File: src/rtl/sbc_pkg.sv
// Shared limb width and FSM state encoding for the multi-limb subtract-with-borrow block.
package sbc_pkg;
    localparam int LIMB_W = 7;

    typedef enum logic [1:0] {
        IDLE  = 2'd0,
        BUSY  = 2'd1,
        DRAIN = 2'd2
    } state_t;
endpackage

File: src/rtl/sbc_limb.sv
// Combinational single-limb subtract-with-borrow: {O} = I0 - I1 - BIN, BOUT = borrow out.
module sbc_limb
    import sbc_pkg::*;
(
    input  logic [LIMB_W-1:0] I0,
    input  logic [LIMB_W-1:0] I1,
    input  logic              BIN,
    output logic [LIMB_W-1:0] O,
    output logic              BOUT
);
    logic [LIMB_W:0] diff;

    assign diff = {1'b0, I0} - {1'b0, I1} - {{LIMB_W{1'b0}}, BIN};
    assign O    = diff[LIMB_W-1:0];
    assign BOUT = diff[LIMB_W];
endmodule

File: src/rtl/multi_limb_sbc.sv
// Streaming multi-limb subtractor, one limb per cycle, LS limb first, one-cycle latency.
// Signed overflow output is built only when MULTI_LIMB_SBC_OVF_EN is defined.
module multi_limb_sbc
    import sbc_pkg::*;
#(
    parameter int MAX_LIMBS = 8
) (
    input  logic              CLK,
    input  logic              ASYNCRESET,
    input  logic              I_valid,
    output logic              I_ready,
    input  logic [LIMB_W-1:0] I0,
    input  logic [LIMB_W-1:0] I1,
    input  logic              BIN,
    input  logic              I_last,
    output logic              O_valid,
    input  logic              O_ready,
    output logic [LIMB_W-1:0] O,
    output logic              O_last,
    output logic              BOUT,
    output logic              OVF,
    output logic              ERR
);
    localparam int CNT_W = $clog2(MAX_LIMBS);

    state_t            state;
    logic [CNT_W-1:0]  cnt;
    logic              borrow;
    logic              accept;
    logic              compute;
    logic              overlong;
    logic              final_limb;
    logic              cin;
    logic [LIMB_W-1:0] limb_o;
    logic              limb_bout;

    // Ready is gated by reset so nothing can be taken while the block is held.
    assign I_ready    = !ASYNCRESET && ((state == DRAIN) || !O_valid || O_ready);
    assign accept     = I_valid && I_ready;
    assign compute    = accept && (state != DRAIN);
    assign overlong   = (cnt == CNT_W'(MAX_LIMBS - 1)) && !I_last;
    assign final_limb = I_last || overlong;
    assign cin        = (state == IDLE) ? BIN : borrow;

    sbc_limb u_limb (
        .I0   (I0),
        .I1   (I1),
        .BIN  (cin),
        .O    (limb_o),
        .BOUT (limb_bout)
    );

    always_ff @(posedge CLK or posedge ASYNCRESET) begin
        if (ASYNCRESET) begin
            state   <= IDLE;
            cnt     <= '0;
            borrow  <= 1'b0;
            O_valid <= 1'b0;
            O       <= '0;
            O_last  <= 1'b0;
            BOUT    <= 1'b0;
            ERR     <= 1'b0;
        end else if (compute) begin
            O_valid <= 1'b1;
            O       <= limb_o;
            O_last  <= final_limb;
            BOUT    <= final_limb && limb_bout;
            ERR     <= overlong;
            borrow  <= limb_bout;
            cnt     <= final_limb ? '0 : cnt + 1'b1;
            if (overlong)    state <= DRAIN;
            else if (I_last) state <= IDLE;
            else             state <= BUSY;
        end else begin
            if (O_valid && O_ready) O_valid <= 1'b0;
            // Only reachable from DRAIN: overlong tail is swallowed until its last limb.
            if (accept && I_last) state <= IDLE;
        end
    end

`ifdef MULTI_LIMB_SBC_OVF_EN
    logic ovf_q;

    always_ff @(posedge CLK or posedge ASYNCRESET) begin
        if (ASYNCRESET)   ovf_q <= 1'b0;
        else if (compute) ovf_q <= final_limb && (I0[LIMB_W-1] != I1[LIMB_W-1])
                                              && (limb_o[LIMB_W-1] != I0[LIMB_W-1]);
    end

    assign OVF = ovf_q;
`else
    assign OVF = 1'b0;
`endif
endmodule
File: config.mk
export PLATFORM = sky130hd
export DESIGN_NAME = multi_limb_sbc
export DESIGN_NICKNAME = d
export VERILOG_FILES = /design/src/rtl/sbc_pkg.sv /design/src/rtl/sbc_limb.sv /design/src/rtl/multi_limb_sbc.sv
export SDC_FILE = /design/constraint.sdc
export NUM_CORES = 1
export LEC_CHECK = 0
export CAP_MARGIN = 20
export CORE_MARGIN = 1.5
export CORE_UTILIZATION = 42
export DETAILED_ROUTE_END_ITERATION = 6
export PLACE_DENSITY = 0.73
export SYNTH_ARGS = -nofsm -noshare
export SYNTH_HDL_FRONTEND = slang
export SYNTH_SLANG_ARGS = --single-unit
File: constraint.sdc
create_clock -name CLK -period 2.2 [get_ports CLK]
set_input_delay 0.44 -clock CLK [delete_from_list [all_inputs] [get_ports CLK]]
set_output_delay 0.44 -clock CLK [all_outputs]
set_load 0.02 [all_outputs]
==> results.sh, run 1 <==
export IMPL_top_usage_layer="met2"
export IMPL_wirelength_mm=2.40
export IMPL_finClkSkew_ns=0.00552
export IMPL_viasPerCell=4.82
export IMPL_drive_gt1_share_pct=22.4
export IMPL_final_cell_mix="clkdlybuf4s50_1, nand2_1, inv_1"
export IMPL_start_util_pct=44.7
export IMPL_arrival_ns=2.66
export IMPL_reg2reg_from="state[1]"
export IMPL_drv_cap=0
export IMPL_use_met3_pct=2.46
export IMPL_vdd_drop_max_v=0.000440
export IMPL_die_area_sq_um=2980
export IMPL_ios=33
export IMPL_status="finished, violations left"
export IMPL_drtAntennaViolNets=0
export IMPL_grt_overflow_total=0
export IMPL_critPathRequiredTime_ns=2.41
export IMPL_cts_hold_buffers=0
export IMPL_rsz0062_at_grt="true"
export IMPL_power_density_nw_per_um2=668
export IMPL_pre_cts_slack_ns=-0.536
export IMPL_met2_usage_pct=33.3
export IMPL_area_growth_pct=50.6
export IMPL_nNetsFinal=211
export IMPL_grt_pass1_wl_mm=3.76
export IMPL_num_rows=18
export IMPL_routabilityCongestion=0.835
export IMPL_drt_initial_drc_count=10
export IMPL_reg2reg_depth=10
export IMPL_antenna_found_initial=0
export IMPL_rrSetupSlack_ns=-0.25
export IMPL_core_area_sq_um=2500
export IMPL_hold_class="primary input to async pin"
export IMPL_ys_warnings_count=0
export IMPL_slew_violations=0
export IMPL_crit_chain="nor2_2 -> mux2_4 -> fa_2 -> inv_2 -> ha_4 -> o21ai_4 -> a21boi_2 -> a41oi_2 -> xnor2_2 -> o31ai_2"
export IMPL_r2r_end="BOUT"
export IMPL_grt_pass1_vias=950
export IMPL_slowest_stage="fa_2"
export IMPL_vias=984
export IMPL_timing_final_crit_share_pct=111
export IMPL_wl_per_cell_um=11.8
export IMPL_grt_start_max_net_pins=25
export IMPL_p_leak_nw=0.831
export IMPL_violations="negative setup slack"
export IMPL_fp_dieW_um=54.6
export IMPL_setup_slack_ns=-0.250
export IMPL_ys_ff_latch=17
export IMPL_track_usage_pct=17.3
export IMPL_syn_inst=125
export IMPL_path_max_fanout=2
export IMPL_hpwl_mm=1.86
export IMPL_hold_viol=0
export IMPL_clock_sinks=17
export IMPL_final_fill_count=197
export IMPL_start_kind="flip-flop"
export IMPL_crit_type="flip-flop to flip-flop"
export IMPL_grt_use_met1_pct=19.8
export IMPL_diodes=0
export IMPL_critPathCaptureType="flip-flop"
export IMPL_cts_tree="yes"
export IMPL_cts_clk_slew_worst_paths_ns=0.10
export IMPL_final_common_cell="clkdlybuf4s50_1"
export IMPL_max_freq_mhz=408
export IMPL_drt_pass1_iterations=4
export IMPL_cts_path_max_buffers=2
export IMPL_drc_errors=0
export IMPL_final_util_pct=67.4
export IMPL_die_h_um=54.6
export IMPL_syn_num_nets=161
export IMPL_crit_start="state[1]"
export IMPL_clkLatencyLatePin_ns=0.29
export IMPL_synthesis_area_sq_um=1120
export IMPL_cts_root_buf="clkbuf_4"
export IMPL_cts_buffers=3
export IMPL_synth_avg_cell_area_sq_um=8.95
export IMPL_htreeDepth=1
export IMPL_critPathMaxStageDelay_ns=0.59
export IMPL_period_needed_ns=2.45
export IMPL_yosysUniqueCellTypes=30
export IMPL_seq_area_frac_synth_pct=38.0
export IMPL_io_buffers=31
export IMPL_setup_viol=7
## cells in the mapped netlist (all sizes together)
cell type / number / area share (%)
and2b: 1 / 0.67
and4: 1 / 0.78
a41oi: 1 / 1.5
mux2: 1 / 1.0
o21a: 1 / 0.67
a211oi: 1 / 1.1
fa: 2 / 3.6
a31oi: 1 / 0.56
nand3: 2 / 0.89
nand2: 24 / 8.1
a21oi: 2 / 0.89
xor2: 3 / 2.3
nor2: 4 / 1.3
o21bai: 1 / 0.67
conb: 1 / 0.34
nand2b: 2 / 1.1
ha: 14 / 16
o21ai: 14 / 6.3
xnor2: 3 / 2.3
o22ai: 1 / 0.56
o31ai: 2 / 1.8
buf: 1 / 0.67
clkbuf: 2 / 0.67
or2: 1 / 0.56
inv: 20 / 6.7
dfrtp: 17 / 38
nand4: 1 / 0.56
a21boi: 1 / 0.67
## power by group
| part | leakage, nW | internal, W | total [W] | switching (W) |
|---|---|---|---|---|
| clock network | 0.0177 | 0.0000676 | 0.000167 | 0.0000998 |
| registers | 0.216 | 0.000376 | 0.000417 | 0.0000414 |
| logic | 0.597 | 0.000281 | 0.000540 | 0.000258 |
| total | 0.831 | 0.000725 | 0.00112 | 0.000399 |
## sequential cells by signal, summed over array words and instances (netlist names)
signal   flops
borrow       1
cnt          3
O_valid      1
state        2
ERR          1
O_last       1
O            7
BOUT         1
## through the flow
stage	TNS, ns	cell area (sq um)	power (W)	hold slack, ns	cells
global placement	-2.76	1570	0.000892	0.458	197
finish	-1.13	1680	0.00112	0.343	204
detailed placement	-3.30	1570	0.000910	0.465	197
floorplan	-0.184	1130	0.000689	0.380	125
global route	-1.72	1680	0.00121	0.338	204
CTS	-0.835	1620	0.00109	0.333	202
## area by class of cell
cell class	instances	area (sq um)	area share, %
multi-input combinational	85	678	40.3
timing repair buffer	48	440	26.2
sequential	17	425	25.3
inverter	20	75.1	4.46
tap	30	37.5	2.23
clock buffer	3	22.5	1.34
clock inverter	1	5.00	0.297
## layer usage
| metal | vias up | routed length [um] |
|---|---|---|
| met5 | - | 0 |
| met4 | 0 | 6 |
| met3 | 2 | 90 |
| met2 | 23 | 1210 |
| met1 | 454 | 1100 |
| li1 | 505 | - |
## critical path, delay by kind of cell, from the launching register on
family | cells | cell delay (ns)
fa+ha+maj | 2 | 0.74
compound gates | 4 | 0.62
flops | 1 | 0.40
mux | 1 | 0.33
simple gates | 1 | 0.12
xor+xnor | 1 | 0.12
buf+inv | 1 | 0.05
## logic make-up (layout without fill, tap and decap cells)
group           count (synthesis)  count (layout)  share of synthesized area (%)
compound gates                 25              25                           14.7
xor+xnor                        6               6                           4.70
fa+ha+maj                      16              16                           19.2
buf+inv                        23              72                           8.05
flops                          17              17                           38.0
mux                             1               1                           1.01
other cells                     1               1                          0.335
simple gates                   36              36                           14.0
## what timing repair did
action | CTS | global route
cloned | 0 | 0
buffers inserted | 1 | 2
endpoints found under the setup margin | 8 | 7
pin swaps | 4 | 8
resized for setup | 5 | 11
## worst max-delay path by stage
stage                 to  slack (ns)  cells past startpoint
finish              BOUT       -0.25                     10
global route        O[5]       -0.33                     11
CTS                 BOUT       -0.22                     10
detailed placement  BOUT       -0.54                     10
global placement    O[6]       -0.44                     10
floorplan           BOUT       -0.09                     10
No activity file was read; power rests on OpenSTA's default activity.
==> run 2, diff against run 1 <==
--- a/config.mk
+++ b/config.mk
@@ -10,6 +10,7 @@
 export CORE_UTILIZATION = 42
 export DETAILED_ROUTE_END_ITERATION = 6
 export PLACE_DENSITY = 0.73
+export SLEW_MARGIN = 20
 export SYNTH_ARGS = -nofsm -noshare
 export SYNTH_HDL_FRONTEND = slang
 export SYNTH_SLANG_ARGS = --single-unit
==> results of run 2 <==
No change in the layout: final DEF, timing and power equal those of run 1.
